**src/rtl/cpu_defs.sv**
```systemverilog
// Shared pipeline definitions: default datapath widths and the index of the
// architectural zero register. The pipeline stages and the register file use
// these so that everything stays in step.
package cpu_defs;

  // Default register data width.
  localparam int DATA_W_DEF = 32;

  // Default register address width (2**ADDR_W_DEF registers).
  localparam int ADDR_W_DEF = 5;

  // Index of the register that always reads as zero and ignores writes.
  localparam int REG_ZERO = 0;

  // Width of the committed-write counter.
  localparam int WCOUNT_W = 16;

  // True when a register address selects the zero register.
  function automatic logic is_reg_zero(input logic [ADDR_W_DEF-1:0] addr);
    return (addr == ADDR_W_DEF'(REG_ZERO));
  endfunction

endpackage

```
**src/rtl/regfile_read_port.sv**
```systemverilog
// One combinational read port of the register file. It picks between the
// stored register value and the write-back data (write-through bypass), and
// forces zero for the zero register and while reset is held.
module regfile_read_port
  import cpu_defs::*;
#(
  parameter int DATA_W = DATA_W_DEF,
  parameter int ADDR_W = ADDR_W_DEF
) (
  input  logic              reset,
  input  logic [ADDR_W-1:0] rd_addr,
  input  logic [DATA_W-1:0] reg_data,
  input  logic              wr_en,
  input  logic [ADDR_W-1:0] wr_addr,
  input  logic [DATA_W-1:0] wr_data,
  output logic [DATA_W-1:0] rd_data
);

  // Read mux: reset and the zero register win, then a matching in-flight
  // write is forwarded, otherwise the stored value is returned.
  always_comb begin
    rd_data = '0;
    if (reset) begin
      rd_data = '0;
    end else if (rd_addr == ADDR_W'(REG_ZERO)) begin
      rd_data = '0;
    end else if (wr_en && (wr_addr == rd_addr)) begin
      rd_data = wr_data;
    end else begin
      rd_data = reg_data;
    end
  end

endmodule

```
**src/rtl/regfile_wb_rd.sv**
```systemverilog
// Register file written from the write-back stage and read by the decode
// stage. Two combinational read ports with write-through bypass, a hardwired
// zero register and a counter of committed writes.
module regfile_wb_rd
  import cpu_defs::*;
#(
  parameter int DATA_W = DATA_W_DEF,
  parameter int ADDR_W = ADDR_W_DEF
) (
  input  logic                Clk,
  input  logic                Reset,
  input  logic                RegWrite,
  input  logic [ADDR_W-1:0]   RegisterRd,
  input  logic [DATA_W-1:0]   WriteData,
  input  logic [ADDR_W-1:0]   RegisterRs,
  input  logic [ADDR_W-1:0]   RegisterRt,
  output logic [DATA_W-1:0]   ReadData1,
  output logic [DATA_W-1:0]   ReadData2,
  output logic [WCOUNT_W-1:0] WriteCount
);

  localparam int NUM_REGS = 1 << ADDR_W;

  logic [DATA_W-1:0]   regs_q [NUM_REGS];
  logic [DATA_W-1:0]   regs_d [NUM_REGS];
  logic [WCOUNT_W-1:0] write_count_q;
  logic [WCOUNT_W-1:0] write_count_d;
  logic                wr_en;
  logic [DATA_W-1:0]   rs_reg_data;
  logic [DATA_W-1:0]   rt_reg_data;

  // A write commits only for a definite RegWrite=1 to a non-zero register
  // outside reset; an unknown RegWrite falls to the no-write branch.
  always_comb begin
    wr_en = 1'b0;
    if ((RegWrite == 1'b1) && (RegisterRd != ADDR_W'(REG_ZERO)) && !Reset) begin
      wr_en = 1'b1;
    end
  end

  // Next array contents: the addressed register takes the write data and the
  // zero register is pinned to zero whatever happens.
  always_comb begin
    regs_d = regs_q;
    if (wr_en) begin
      regs_d[RegisterRd] = WriteData;
    end
    regs_d[REG_ZERO] = '0;
  end

  // Committed-write counter, wrapping naturally at its full width.
  always_comb begin
    write_count_d = write_count_q;
    if (wr_en) begin
      write_count_d = write_count_q + WCOUNT_W'(1);
    end
  end

  // State registers with asynchronous clear of the array and the counter.
  always_ff @(posedge Clk or posedge Reset) begin
    if (Reset) begin
      for (int i = 0; i < NUM_REGS; i++) begin
        regs_q[i] <= '0;
      end
      write_count_q <= '0;
    end else begin
      regs_q        <= regs_d;
      write_count_q <= write_count_d;
    end
  end

  // Select the stored value for each read address before the bypass mux.
  always_comb begin
    rs_reg_data = regs_q[RegisterRs];
    rt_reg_data = regs_q[RegisterRt];
  end

  regfile_read_port #(
    .DATA_W (DATA_W),
    .ADDR_W (ADDR_W)
  ) u_port_a (
    .reset    (Reset),
    .rd_addr  (RegisterRs),
    .reg_data (rs_reg_data),
    .wr_en    (wr_en),
    .wr_addr  (RegisterRd),
    .wr_data  (WriteData),
    .rd_data  (ReadData1)
  );

  regfile_read_port #(
    .DATA_W (DATA_W),
    .ADDR_W (ADDR_W)
  ) u_port_b (
    .reset    (Reset),
    .rd_addr  (RegisterRt),
    .reg_data (rt_reg_data),
    .wr_en    (wr_en),
    .wr_addr  (RegisterRd),
    .wr_data  (WriteData),
    .rd_data  (ReadData2)
  );

  assign WriteCount = write_count_q;

endmodule

```
**config.mk**
```make
export PLATFORM = sky130hd
export DESIGN_NAME = regfile_wb_rd
export DESIGN_NICKNAME = d
export VERILOG_FILES = /design/src/rtl/cpu_defs.sv /design/src/rtl/regfile_read_port.sv /design/src/rtl/regfile_wb_rd.sv
export SDC_FILE = /design/constraint.sdc
export NUM_CORES = 2
export LEC_CHECK = 0
export CAP_MARGIN = 20
export CORE_MARGIN = 2
export CORE_UTILIZATION = 50
export CTS_CLUSTER_SIZE = 28
export DETAILED_ROUTE_END_ITERATION = 6
export GPL_ROUTABILITY_DRIVEN = 0
export PLACE_DENSITY = 0.67
export SYNTH_ARGS = -nofsm -noshare
export SYNTH_HDL_FRONTEND = slang
export SYNTH_SLANG_ARGS = --single-unit
```
**constraint.sdc**
```tcl
create_clock -name Clk -period 45.4 [get_ports Clk]
set_input_delay 9.08 -clock Clk [delete_from_list [all_inputs] [get_ports Clk]]
set_output_delay 9.08 -clock Clk [all_outputs]
set_load 0.02 [all_outputs]
```
Word-level counts from Yosys, hierarchy flattened:

Index checks and enable logic that the tools add are counted.

* register bits after elaboration: 1008

* bitwise gates (word level): 3
* muxes and demuxes: 16
* $lt $le $gt $ge: 4
* eq/ne operators: 2
* reduce and logical (&&, ||, !) cells: 9
* $add $sub $neg: 1

Operator list (count)
* 1024-bit bitwise mux: 1
* 32-bit two-way mux: 11
* 32-bit binary-select mux with 5-bit select: 2
* 32-bit demux with 5-bit select: 1
* 6-bit greater-or-equal comparator, second input constant: 3
* 5-bit inverter with 6-bit output: 3
* 16-bit by 1-bit adder with 16-bit output, second input constant: 1
* 5-bit equality test: 2
* 5-bit logical NOT: 2
* 6-bit by 1-bit < comparator with 1-bit output, second input constant: 1
* 1-bit logical AND: 5
* 5-bit nonzero test: 1
* 1-bit logical NOT: 1
* 1-bit two-way mux: 1

Logic depth before layout (Yosys ltp):

* depth in word-level cells: 8
* depth in mapped cells: 10

Modules after synthesis:

Synthesis repeated with hierarchy kept, for this count alone.

* cell total of the unflattened synthesis: 3941
* area total of the unflattened synthesis: 55219.2 sq um

Modules (own cells, without submodules)
* regfile_wb_rd: cells an instance 3695, area an instance 53928.0 sq um, seq. area each 25224.2 sq um, times used 1
* regfile_read_port: cells an instance 123, area an instance 645.6 sq um, seq. area each 0.0 sq um, times used 2

Least setup slack after synthesis:

Ideal clock, no wire load.

* kind: input port to output port
* start: input port RegisterRt[0]
* end: output port ReadData2[0]
* arrival: 11.000 ns
* stages on the path: 7
* buffers on the path: 5
* required time: 36.320 ns
* slack: 25.320 ns
* cell sequence: buf_2 buf_4 buf_2 buf_2 buf_2 a211oi_1 o311ai_0

* cells in the longest elaborated chain, start to end: 7
* elaborated cells on any way between the ends: 10
* classes of those cells: eq/ne (1); mux (6); bitwise (1); reduce/logical (2)

Ends and longest elaborated chain
* start: declaration: RTL line regfile_wb_rd.sv:16 `input logic [ADDR_W-1:0] RegisterRt,`
* 5-bit inverter with 6-bit output (not written as such): RTL line regfile_wb_rd.sv:75 `rt_reg_data = regs_q[RegisterRt];`
* 32-bit binary-select mux with 5-bit select: RTL line regfile_wb_rd.sv:75
* 32-bit two-way mux (not written as such) (2 in a row): RTL line regfile_wb_rd.sv:75
* 32-bit two-way mux: RTL line regfile_read_port.sv:27 `end else if (wr_en && (wr_addr == rd_addr)) begin`
* 32-bit two-way mux (*): RTL line regfile_read_port.sv:25 `end else if (rd_addr == ADDR_W'(REG_ZERO)) begin`
* 32-bit two-way mux (*): RTL line regfile_read_port.sv:23 `if (reset) begin`
* end: declaration: RTL line regfile_wb_rd.sv:18 `output logic [DATA_W-1:0] ReadData2,`

Every way passes the cells marked *; elsewhere a longest branch is shown, timed or not. The select of a mux whose other input is x is not followed.

Final worst setup path:

* start: input port RegisterRs[1]
* end: output port ReadData1[8]

* cells in the longest elaborated chain, start to end: 7
* elaborated cells on any way between the ends: 10
* classes of those cells: eq/ne (1); mux (6); bitwise (1); reduce/logical (2)

Ends and longest elaborated chain
* start: declaration: RTL line regfile_wb_rd.sv:15 `input logic [ADDR_W-1:0] RegisterRs,`
* 5-bit inverter with 6-bit output (not written as such): RTL line regfile_wb_rd.sv:74 `rs_reg_data = regs_q[RegisterRs];`
* 32-bit binary-select mux with 5-bit select: RTL line regfile_wb_rd.sv:74
* 32-bit two-way mux (not written as such) (2 in a row): RTL line regfile_wb_rd.sv:74
* 32-bit two-way mux: RTL line regfile_read_port.sv:27
* 32-bit two-way mux (*): RTL line regfile_read_port.sv:25
* 32-bit two-way mux (*): RTL line regfile_read_port.sv:23
* end: declaration: RTL line regfile_wb_rd.sv:17 `output logic [DATA_W-1:0] ReadData1,`

Marks and branches as above.

==> run_results.csv <==
group,metric,value,unit
outcome,status,"completed",
run,maxCapViolCount,0,
grt,globalRoute.totalOverflow,0,
clock_network,cts.repair.resized,0,
detailed_routing,drt-pass1-iter-count,6,
sta,clock_skew,5.44,ps
sta,final.setup.worst_slack,22470,ps
detailed_routing,final_antenna_net_count,0,
finish,regArea,25200,sq um
grt,grt_pass1_vias,37758,
sta,worst_pin_slew,1120,ps
clock_network,numCtsBuffers,106,
synthesis,synth_ff_type,"dfrtp_1",
worst_setup_path,rrSetupSlack,43580,ps
clock_network,cts_setup_buffers,0,
finish,fillCellCount,8721,
sta,grt_setup_unrepaired,"no",
sta,finalSetupViolCount,0,
synthesis,syn_area_per_cell,13.9,sq um
synthesis,synth_edf_count,0,
synthesis,yosysWarnings,0,
floorplanning,ios,130,
grt,antenna_found_initial,1,
synthesis,ys_seq_area_share,46.1,%
synthesis,syn-num-nets,3994,
grt,gr-usage-met2,50.7,%
floorplanning,initial_core_util,50.3,%
worst_setup_path,worstSetupPathType,"primary input to primary output",
grt,grt_pass1_wl,265000,microns
finish,multi_input_area,27700,sq um
clock_network,cts_tree,"yes",
grt,grtUsageMet3,6.26,%
clock_network,clock-sinks,1008,
worst_setup_path,cp.arrival,13850,ps
grt,grt_start_max_net_pins,190,
sta,finalHoldViolations,0,
synthesis,synth.distinct_cells,64,
power,p_per_area,40.6,nW/um^2
min_path,worst_hold_path_type,"flip-flop to flip-flop",
placement,placedCellCount,5192,
floorplanning,coreArea,109000,sq um
synthesis,synth_cells,3943,
grt,gr-max-usage-layer,"met2",
placement,hpwl,103000,microns
grt,gr-usage-met1,43.7,%
finish,drive_gt1_share,45.5,%
clock_network,h-tree-depth,3,
grt,track_usage,32.2,%
power,ir_drop,0.0300,mV
synthesis,async_reset_ff_share,100,%
synthesis,ys_ff_latch,1008,
power,totalPowerFinal,0.00247,W
detailed_routing,routed_wl,180000,microns
clock_network,clkTransAtPathRegs,60,ps
finish,postLayoutCoreUtil,56.0,%
detailed_routing,vias_per_cell,6.95,
power,p_leak,26.8,nW
sta,finalMaxSlewViolations,0,
sta,fin_setup_tns,0,ps
finish,fin_nets,3940,
worst_setup_path,cp_max_fo,73,
clock_network,cts-root-buf,"clkbuf_16",
finish,final_common_cell,"mux2_2",
worst_setup_path,end_kind,"primary output",
detailed_routing,wl_per_cell,33.3,microns
floorplanning,die_w,335,microns
detailed_routing,via_count,37498,
clock_network,clk_path_buf_depth,3,
sta,period_share,50.5,%
placement,io_buffers,129,
placement,post-place-ws,22540,ps
sta,max_freq,43.6,MHz
sta,slew_headroom,25.0,%
synthesis,syn_area,54700,sq um
worst_setup_path,worstSetupStartpointType,"primary input",
floorplanning,placementRows,121,
clock_network,cts_hold_buf,0,
floorplanning,die_h,335,microns
clock_network,clk_latency,700,ps
detailed_routing,dr.first_iter.drc_count,4059,
finish,mostFrequentLayoutCells,"1,068 x mux2_2, 1,008 x dfrtp_1, 349 x mux4_2",
finish,instances_no_fill,5395,
detailed_routing,drcViolationCount,0,
worst_setup_path,cp.required,36320,ps
floorplanning,die_area,112000,sq um
sta,period_minus_slack,22930,ps
finish,area_growth,11.3,%
[synth_stat cells (all sizes together), types with 3 or more instances]
| master | count | area share [%] |
|---|---|---|
| o221ai | 63 | 1.0 |
| o22ai | 55 | 0.63 |
| clkbuf | 170 | 1.2 |
| nand2b | 14 | 0.16 |
| mux4 | 349 | 14 |
| dfrtp | 1008 | 46 |
| a2111oi | 29 | 0.51 |
| a211oi | 57 | 0.78 |
| nor2 | 77 | 0.53 |
| mux2 | 1089 | 22 |
| nand3 | 32 | 0.29 |
| nor2b | 22 | 0.25 |
| nor3b | 9 | 0.12 |
| and2 | 3 | 0.034 |
| a2bb2oi | 14 | 0.22 |
| mux2i | 175 | 3.2 |
| o211ai | 18 | 0.25 |
| or2 | 14 | 0.16 |
| a221o | 21 | 0.38 |
| a32oi | 3 | 0.048 |
| a221oi | 41 | 0.66 |
| o21bai | 12 | 0.16 |
| a21oi | 85 | 0.79 |
| and3 | 8 | 0.092 |
| inv | 17 | 0.12 |
| nand2 | 111 | 0.76 |
| nor3 | 42 | 0.41 |
| o21ai | 66 | 0.60 |
| xor2 | 14 | 0.22 |
| o311ai | 12 | 0.19 |
| o21ba | 4 | 0.073 |
| buf | 253 | 2.3 |
| xnor2 | 11 | 0.18 |
| nand3b | 3 | 0.041 |
| a22oi | 17 | 0.23 |
[flip-flops by register name, summed over array words and instances, names as in the netlist]
name,count
regs_q,992
WriteCount,16
[cell type report]
cell class	count	share of cell area, %
inverters	17	0.121
well taps	1414	2.91
flip-flops and latches	1008	41.4
clock buffers	153	5.13
multi-input cells	2495	45.5
clock inverters	44	0.937
repair buffers	261	3.98
diodes	3	0.0123
[layer usage]
metal	up-vias	wire length, microns
met5	-	0
met4	0	8350
met3	414	14600
met2	1836	83700
met1	20157	72900
li1	15091	-
[critical path, stage by stage]
cell	delay (ps)
buf_8	550
buf_4	710
buf_4	600
nand2b_1	710
buf_4	460
a2bb2oi_1	140
or2_2	300
a211oi_1	360
a21oi_1	220
clkdlybuf4s50_1	590
[final timing paths]
check / from / to / cells past startpoint
max in group asynchronous: Reset / regs_q[237]$_DFFE_PP0P_ / 6
worst min register to register: WriteCount[15]$_DFFE_PP0P_ / WriteCount[15]$_DFFE_PP0P_ / 1
worst min-delay path: WriteCount[15]$_DFFE_PP0P_ / WriteCount[15]$_DFFE_PP0P_ / 1
worst max-delay path: RegisterRs[1] / ReadData1[8] / 10
min in group asynchronous: Reset / regs_q[576]$_DFFE_PP0P_ / 2
worst max register to register: WriteCount[2]$_DFFE_PP0P_ / WriteCount[13]$_DFFE_PP0P_ / 5
[kinds of logic after synthesis]
| kind of cell | Yosys count | synth area share (%) |
|---|---|---|
| adder cells (fa/ha/maj) | 1 | 0.0229 |
| AO/OA/AOI/OAI | 514 | 6.82 |
| multiplexers | 1613 | 40.0 |
| XOR/XNOR | 25 | 0.401 |
| flip-flops | 1008 | 46.1 |
| AND/OR/NAND/NOR | 342 | 2.95 |
| buffers and inverters | 440 | 3.64 |
[through the flow]
stage / area, sq um / hold WS [ps]
floorplan: 54700 / 470
global placement: 57000 / 467
detailed placement: 57100 / 469
CTS: 60800 / 477
global route: 60900 / 486
finish: 60900 / 478
[report_power, final]
part,total (W),leakage (nW),internal [W],switching (W)
sequential,0.00111,13.4,0.00102,0.0000922
combinational,0.000432,11.6,0.000234,0.000197
clock,0.000926,1.84,0.000545,0.000381
total,0.00247,26.8,0.00180,0.000671
Note: power is estimated with default switching activity, not from simulation.
